## src/rtl/cfg_loader.sv

```systemverilog
// Serial configuration loader: takes frame words from a host over a valid/ready
// handshake and streams them LSB-first to a memory controller, one block at a time.
// Optional macro CFG_LOADER_PARITY_EN adds even-parity checking (host_par / par_err).
module cfg_loader #(
  parameter int FRAME_BITS = 18,
  parameter int NUM_BLOCKS = 77
) (
  input  logic                  clk,
  input  logic                  rst,
  input  logic                  start,
  input  logic [FRAME_BITS-1:0] host_data,
  input  logic                  host_valid,
  output logic                  host_ready,
  output logic                  master_din,
  output logic                  master_en,
  output logic                  ch_addr,
  output logic                  prog_done,
  output logic                  busy,
  output logic [6:0]            block_cnt
`ifdef CFG_LOADER_PARITY_EN
  ,
  input  logic                  host_par,
  output logic                  par_err
`endif
);

  localparam int CW = $clog2(FRAME_BITS + 1);
  localparam logic [CW-1:0] LAST_BIT = CW'(FRAME_BITS - 1);
  localparam logic [6:0]    LAST_BLK = 7'(NUM_BLOCKS - 1);

  typedef enum logic [2:0] {
    IDLE,
    WAIT_WORD,
    SHIFT,
    ADVANCE,
    DONE
`ifdef CFG_LOADER_PARITY_EN
    ,
    ERROR
`endif
  } state_t;

  state_t                state, state_n;
  logic [FRAME_BITS-1:0] sr;
  logic [CW-1:0]         bit_cnt;
  logic                  par_bad;
  logic                  accept;

`ifdef CFG_LOADER_PARITY_EN
  // host_par makes the total count of ones even; any other combination is corrupt.
  assign par_bad = host_par != (^host_data);
`else
  assign par_bad = 1'b0;
`endif

  assign accept = (state == WAIT_WORD) && host_valid && !par_bad;

  // NOTE: async reset sits in the sensitivity list; all state updates are
  // non-blocking so every register samples pre-edge values.
  always_ff @(posedge clk or posedge rst) begin
    if (rst) state <= IDLE;
    else     state <= state_n;
  end

  // NOTE: every output is given a default first so no path through the case
  // leaves a signal unassigned (which would infer a latch).
  always_comb begin
    state_n    = state;
    host_ready = 1'b0;
    master_en  = 1'b0;
    busy       = 1'b0;
    ch_addr    = 1'b0;
    prog_done  = 1'b0;
`ifdef CFG_LOADER_PARITY_EN
    par_err    = 1'b0;
`endif
    case (state)
      IDLE: begin
        if (start) state_n = WAIT_WORD;
      end
      WAIT_WORD: begin
        host_ready = 1'b1;
        master_en  = 1'b1;
        busy       = 1'b1;
        if (host_valid) state_n = par_bad ? DONE : SHIFT;
`ifdef CFG_LOADER_PARITY_EN
        if (host_valid && par_bad) state_n = ERROR;
`endif
      end
      SHIFT: begin
        master_en = 1'b1;
        busy      = 1'b1;
        if (bit_cnt == LAST_BIT) state_n = (block_cnt == LAST_BLK) ? DONE : ADVANCE;
      end
      ADVANCE: begin
        master_en = 1'b1;
        busy      = 1'b1;
        ch_addr   = 1'b1;
        state_n   = WAIT_WORD;
      end
      DONE: begin
        prog_done = 1'b1;
        if (start) state_n = WAIT_WORD;
      end
`ifdef CFG_LOADER_PARITY_EN
      ERROR: begin
        par_err = 1'b1;
        if (start) state_n = WAIT_WORD;
      end
`endif
      default: state_n = IDLE;
    endcase
  end

  // Bit 0 goes straight to master_din at the handshake, so the shifter only
  // needs to supply bits 1..FRAME_BITS-1; the last bit then holds.
  always_ff @(posedge clk or posedge rst) begin
    if (rst) begin
      sr         <= '0;
      bit_cnt    <= '0;
      master_din <= 1'b0;
      block_cnt  <= '0;
    end else begin
      if (accept) begin
        master_din <= host_data[0];
        sr         <= host_data >> 1;
        bit_cnt    <= '0;
      end else if (state == SHIFT && bit_cnt != LAST_BIT) begin
        master_din <= sr[0];
        sr         <= sr >> 1;
        bit_cnt    <= bit_cnt + 1'b1;
      end
      if (state == ADVANCE) begin
        block_cnt <= block_cnt + 7'd1;
      end else if (start && state != WAIT_WORD && state != SHIFT) begin
        block_cnt <= '0;
      end
    end
  end

endmodule

```

## config.mk

```make
export PLATFORM = sky130hd
export DESIGN_NAME = cfg_loader
export DESIGN_NICKNAME = d
export VERILOG_FILES = /design/src/rtl/cfg_loader.sv
export SDC_FILE = /design/constraint.sdc
export NUM_CORES = 1
export LEC_CHECK = 0
export BUFFER_PORTS_ARGS = -buffer_cell sky130_fd_sc_hd__buf_2
export CAP_MARGIN = 20
export CORE_MARGIN = 2
export CORE_UTILIZATION = 43
export DETAILED_ROUTE_END_ITERATION = 10
export PLACE_DENSITY_LB_ADDON = 0.12
export SYNTH_ARGS = -nofsm -noshare
export SYNTH_HDL_FRONTEND = slang
export SYNTH_SLANG_ARGS = --single-unit
```

## constraint.sdc

```tcl
create_clock -name clk -period 1.7 [get_ports clk]
set_input_delay 0 -clock clk [delete_from_list [all_inputs] [get_ports clk]]
set_output_delay 0 -clock clk [all_outputs]
set_load 0.005 [all_outputs]
```

==> results of run 1 <==
==> critical path, cell delays in order (launching register included) <==
cell,delay [ns]
dfrtp_1,0.41
inv_1,0.07
ha_1,0.16
and4bb_4,0.30
nor2_4,0.06
buf_12,0.14
a221o_1,0.35
==> cell families after synthesis <==
group                      Yosys count  share of synthesized area, %
muxes                                3                         1.877
and+or+nand+nor                     55                         21.25
xor gates and xnor gates             1                        0.5256
DFF                                 33                         49.55
AOI/OAI and AO/OA                   40                         19.82
buffers and inverters               13                         3.979
adders and majority gates            4                         3.003
==> placed cells by master, fill, tap and decap left out, types with 2 or more instances in the layout <==
cell,Yosys,routed
a21oi_1,3,3
mux2i_1,2,2
nand4bb_1,3,3
ha_1,4,4
and2_1,7,7
o31ai_1,2,2
buf_4,2,10
a221o_1,17,17
nand3_1,4,4
clkbuf_8,0,6
dlygate4sd3_1,0,3
buf_2,2,34
nand2_1,10,10
o211ai_1,2,2
o21ai_0,6,6
nor2_1,4,4
nor4_1,2,2
dfrtp_1,33,33
and2_0,11,11
inv_1,6,6
o221ai_1,2,2
or3_1,3,3
==> path summary, 6_finish.rpt <==
check / endpoint / cells past startpoint
worst max-delay path: sr[10]$_DFFE_PP0P_ / 6
worst min-delay path: sr[7]$_DFFE_PP0P_ / 3
worst max register to register: sr[10]$_DFFE_PP0P_ / 6
worst min register to register: master_din$_DFFE_PP0P_ / 1
max in group asynchronous: master_din$_DFFE_PP0P_ / 4
min in group asynchronous: sr[10]$_DFFE_PP0P_ / 4
==> flip-flops by register name, indices dropped and copies added, names as in the netlist <==
name,flops
bit_cnt,5
block_cnt,7
master_din,1
sr,17
state,3
==> what timing repair did <==
action                     4_1_cts  5_1_grt
hold endpoints to repair        35        0
gates resized for setup          0        1
hold buffers                     3        0
setup endpoints to repair        0       12
==> power by group through the flow <==
stage                     sequential, mW  clock, mW  combinational [mW]
after CTS                           1.27      0.607                1.18
final                               1.27      0.590                1.17
after global routing                1.31      0.647                1.30
after global placement              1.27          0                1.13
after detailed placement            1.28          0                1.16
after floorplan                     1.21          0               0.852
==> Yosys cell counts (all sizes together), types with 2 or more instances <==
cell type	n	share of area, %
and2	18	6.8
a21oi	4	1.4
buf	5	2.2
and4bb	2	1.5
a221o	17	10
nor4	2	0.75
clkbuf	2	0.45
dfrtp	33	50
mux2i	2	1.2
ha	4	3.0
or3	3	1.1
nand4bb	3	2.0
nand2	10	2.3
nor2	5	1.6
o31ai	2	0.90
o211ai	2	0.90
nand3	4	1.2
o221ai	2	1.1
o21ai	7	2.1
inv	6	1.4
==> layout make-up <==
class	count	area share, %
inverter	6	1.089
sequential	33	39.93
tap	48	2.904
multi-input combinational	103	37.63
timing repair buffer	48	14.28
clock buffer	7	4.174
==> layer usage <==
| layer | vias up | track usage [%] | share of wire, % |
|---|---|---|---|
| met2 | 34 | 29.13 | 48 |
| met5 | - | 0 | 0 |
| met4 | 0 | 6.888 | 0.80 |
| li1 | 660 | - | - |
| met1 | 659 | 23.92 | 47 |
| met3 | 4 | 5.622 | 5.0 |
==> per-stage QoR <==
step                      std cells  total power, mW
after detailed placement        235            2.435
after global placement          235            2.403
after CTS                       245            3.055
after floorplan                 149            2.060
after global routing            245            3.258
final                           245            3.034
==> impl_metrics.py, run 1 <==
metrics = {
    "clocking": {
        "post_cts_buffers": 0,
        "clock-root-buffer": "clkbuf_8",
        "cts_buffers": 5,
        "clock_latency_ns": 0.28,
        "cts_tree": "built",
        "cts.path.max_buffers": 2,
        "cts.sinks": 33,
        "path_clk_slew_ns": 0.07,
        "ctsHtreeMaxLevel": 2,
    },
    "die": {
        "dieWidth_um": 66.26,
        "ioPinCount": 35,
        "die-area_mm2": 0.004390,
        "core-area_mm2": 0.003689,
        "initial_utilization_pct": 45.18,
        "dieHeight_um": 66.26,
        "rows": 22,
    },
    "sta": {
        "whs_ns": 0.01959,
        "report.final.slew_viol_count": 0,
        "rsz0062_at_grt": "false",
        "skew_ns": 0.004716,
        "worst_slew_pin_slew_ns": 0.4705,
        "finalSetupTns_ns": 0,
        "fmax_mhz": 624.2,
        "slew_headroom_pct": 68.34,
        "final.min_clock_period_ns": 1.602,
        "worst_slack_ns": 0.09789,
        "finalCritPeriodShare_pct": 94.24,
        "setup_violations": 0,
        "hold_viol_final": 0,
    },
    "global_routing": {
        "grt_max_degree": 34,
        "grtUsageTotal_pct": 18.52,
        "grt_pass1_vias": 1412,
        "antenna_found_initial": 0,
        "grt_pass1_wl_um": 6196,
        "gr-total-overflow": 0,
    },
    "yosys": {
        "syn_area_mm2": 0.001667,
        "postSynthCellCount": 149,
        "synth_flop_cell": "dfrtp_1",
        "ys_seq_area_share_pct": 49.55,
        "yosys_warnings": 0,
        "async_reset_ff_share_pct": 100.0,
        "synth_cell_types": 43,
        "synth_nets": 175,
        "syn_area_per_cell_um2": 11.19,
        "synth_edf_count": 0,
        "ys_ff_latch": 33,
    },
    "pwr": {
        "power.switching_mw": 1.026,
        "power.share.clock_pct": 19.4,
        "switching_share_pct": 33.81,
        "combPwrFrac_pct": 38.7,
        "p_leak_nw": 0.9544,
        "powerDensity_mw_per_mm2": 1467,
        "ir_worst_vdd_mv": 0.6245,
        "seqPwrFrac_pct": 41.9,
        "p_int_mw": 2.008,
    },
    "finish": {
        "drive_gt1_share_pct": 29.44,
        "area_growth_pct": 24.10,
        "utilization_pct": 56.07,
        "final_cell_area_mm2": 0.002068,
        "multi_input_area_um2": 778.2,
        "nFillCells": 338,
        "antennaDiodeCount": 0,
        "nets": 223,
        "seq_area_um2": 825.8,
    },
    "worst_setup_path": {
        "start_kind": "flop",
        "critical_path_class": "flop to flop",
        "cp-end-kind": "flop",
        "r2r-start": "bit_cnt[1]$_DFFE_PP0P_",
        "ff2ff_setup_slack_ns": 0.1,
        "cp.required_ns": 1.86,
        "cp.arrival_ns": 1.76,
        "crit_start": "bit_cnt[1]$_DFFE_PP0P_",
        "path_max_fanout": 19,
    },
    "drt": {
        "via_per_inst": 5.539,
        "wirelength_um": 3640,
        "drc_errors": 0,
        "wl_per_cell_um": 14.86,
        "drtAntennaViolNets": 0,
        "vias": 1357,
        "dr.pass1.iters": 4,
        "drt-initial-drc-count": 76,
    },
    "placed_design": {
        "pre_cts_slack_ns": 0.07365,
        "gp_congestion": 0.7950,
        "placed_area_mm2": 0.001948,
        "hpwlAfterDp_um": 2507,
        "place.port_buffers": 34,
    },
    "run": {
        "cap_violations": 0,
    },
    "run_status": {
        "status": "finished, final reports clean",
    },
    "worst_hold_path": {
        "hp-start": "host_data[8]",
        "min_path_type": "primary input to flop",
    },
}
(Power assumes the default switching activity.)
==> run 2: changes to the inputs <==
--- a/config.mk
+++ b/config.mk
@@ -10,7 +10,7 @@
 export CORE_MARGIN = 2
 export CORE_UTILIZATION = 43
 export DETAILED_ROUTE_END_ITERATION = 10
-export PLACE_DENSITY_LB_ADDON = 0.12
+export PLACE_DENSITY_LB_ADDON = 0.25
 export SYNTH_ARGS = -nofsm -noshare
 export SYNTH_HDL_FRONTEND = slang
 export SYNTH_SLANG_ARGS = --single-unit
==> run 2 against run 1 <==
  * Critical path depth did not move
  * First-iteration DRC count rose by 75%
  * Final area fell by 0.12%
  * Setup slack got worse by 0.019 ns
  * Clock power barely moved
  * Critical path type unchanged
  * Die area did not move
  * Cell count fell by 1.2%
==> impl_metrics.py, run 2 (synthesized netlist as in run 1, its figures left out) <==
metrics = {
    "finish": {
        "final_cell_mix": "34 x buf_2, 33 x dfrtp_1, 17 x a221o_1, 11 x and2_0, 10 x nand2_1",
        "multi_input_area_um2": 785.8,
        "final_cells": 242,
        "layout_commonest_cell": "buf_2",
        "area_growth_pct": 23.95,
        "nets": 220,
        "seq_area_um2": 825.8,
        "antennaDiodeCount": 0,
        "drive_gt1_share_pct": 28.35,
        "largest_register": "sr",
        "reg_top3": "sr (17), block_cnt (7), bit_cnt (5)",
        "nFillCells": 324,
        "largest_register_ff_count": 17,
    },
    "drt": {
        "drtAntennaViolNets": 0,
        "wirelength_um": 3730,
        "via_per_inst": 5.690,
        "drt-initial-drc-count": 133,
        "wl_per_cell_um": 15.41,
        "drc_errors": 0,
        "vias": 1377,
        "dr.pass1.iters": 4,
    },
    "worst_setup_path": {
        "cp.required_ns": 1.86,
        "path_cells": "inv_1 > ha_1 > and4bb_4 > nor2_4 > buf_12 > a221o_1",
        "critical_path_class": "flop to flop",
        "cp.arrival_ns": 1.78,
        "cpPeakStageDelay_ns": 0.42,
        "path_max_fanout": 19,
        "start_kind": "flop",
        "critical-path-slowest-cell": "dfrtp_1",
        "crit_buf_inv": 2,
        "critPathTopFamily": "flip-flops",
        "cp-end-kind": "flop",
    },
    "clocking": {
        "cts_tree": "built",
        "cts.path.max_buffers": 2,
        "cts.sinks": 33,
        "path_clk_slew_ns": 0.07,
        "ctsHtreeMaxLevel": 2,
        "clock-root-buffer": "clkbuf_8",
        "clock_latency_ns": 0.29,
        "cts_buffers": 5,
    },
    "die": {
        "initial_utilization_pct": 45.18,
        "dieWidth_um": 66.26,
        "rows": 22,
        "die-area_mm2": 0.004390,
        "dieHeight_um": 66.26,
        "ioPinCount": 35,
        "core-area_mm2": 0.003689,
    },
    "global_routing": {
        "grt_pass1_wl_um": 6444,
        "grtUsageTotal_pct": 19.47,
        "gr-total-overflow": 0,
        "antenna_found_initial": 0,
        "grt_max_degree": 34,
        "grt_pass1_vias": 1382,
    },
    "placed_design": {
        "gp_congestion": 0.8263,
        "post-place-cells": 229,
        "place.port_buffers": 34,
        "hpwlAfterDp_um": 2518,
        "pre_cts_slack_ns": -0.09282,
    },
    "sta": {
        "slew_headroom_pct": 70.41,
        "finalCritPeriodShare_pct": 95.38,
        "worst_slack_ns": 0.07862,
        "fmax_mhz": 616.8,
        "worst_slew_pin_slew_ns": 0.4398,
        "rsz0062_at_grt": "false",
        "setup_violations": 0,
        "hold_viol_final": 0,
        "final.min_clock_period_ns": 1.621,
        "report.final.slew_viol_count": 0,
        "skew_ns": 0.005918,
    },
    "pwr": {
        "p_leak_nw": 0.9466,
        "powerDensity_mw_per_mm2": 1479,
        "ir_worst_vdd_mv": 0.5423,
    },
    "run_status": {
        "status": "finished, final reports clean",
    },
    "worst_hold_path": {
        "min_path_type": "primary input to flop",
    },
    "run": {
        "cap_violations": 0,
    },
}
==> run 2: cell types whose count changed in the layout (fill, tap and decap cells not counted) <==
cell	previous run	this run
a21oi_2	1	0
buf_4	10	6
buf_12	1	2
a21oi_4	0	1
==> run 2: cell type report <==
type	count	area share, %
repair buffers	45	13.81
well taps	48	2.907
inverters	6	1.090
clock buffers	7	4.179
flip-flops and latches	33	39.98
multi-input cells	103	38.04
==> run 2: worst paths after layout <==
path                                         from                  to  slack [ns]  cells after the start
setup / recovery           bit_cnt[1]$_DFFE_PP0P_   sr[0]$_DFFE_PP0P_        0.08                      6
hold / removal                      host_data[16]  sr[15]$_DFFE_PP0P_        0.02                      3
setup reg to reg           bit_cnt[1]$_DFFE_PP0P_   sr[0]$_DFFE_PP0P_        0.08                      6
hold reg to reg                sr[13]$_DFFE_PP0P_  sr[12]$_DFFE_PP0P_        0.52                      1
max in group asynchronous                     rst  sr[16]$_DFFE_PP0P_        1.04                      4
min in group asynchronous                     rst   sr[0]$_DFFE_PP0P_        0.35                      4
==> run 2: per-layer routing <==
layer / share of wire (%) / GRT usage (%)
met1: 44 / 23.84
met2: 49 / 31.50
met3: 5.5 / 6.133
met4: 1.6 / 8.163
met5: 0 / 0
==> run 2: worst reg2reg max path, stage by stage (launching register included) <==
cell      delay (ns)
dfrtp_1         0.42
inv_1           0.07
ha_1            0.17
and4bb_4        0.28
nor2_4          0.05
buf_12          0.14
a221o_1         0.36
==> run 2: power by group <==
| part | switching [mW] | total (mW) | internal [mW] | leakage, nW |
|---|---|---|---|---|
| clock | 0.271 | 0.591 | 0.321 | 0.0443 |
| combinational | 0.536 | 1.17 | 0.629 | 0.474 |
| sequential | 0.238 | 1.30 | 1.06 | 0.428 |
| total | 1.05 | 3.06 | 2.01 | 0.947 |
==> run 2: stage by stage <==
stage	area, µm²	TNS [ns]	util [%]	hold WS, ns	power, mW
final	2066	0	56.00	0.02184	3.056
after global routing	2066	0	56.00	0.02367	3.277
after CTS	2027	0	54.95	0.02058	3.015
after floorplan	1667	0	-	0.1225	2.060
after global placement	1903	0	51.59	0.1010	2.321
after detailed placement	1903	-1.422	51.59	0.1171	2.386
==> run 2: repair_timing <==
item	CTS	global route
hold endpoints to repair	35	0
resized for setup	1	1
pin swaps	0	1
buffers inserted	0	3
hold buffers	3	0
setup endpoints to repair	17	17
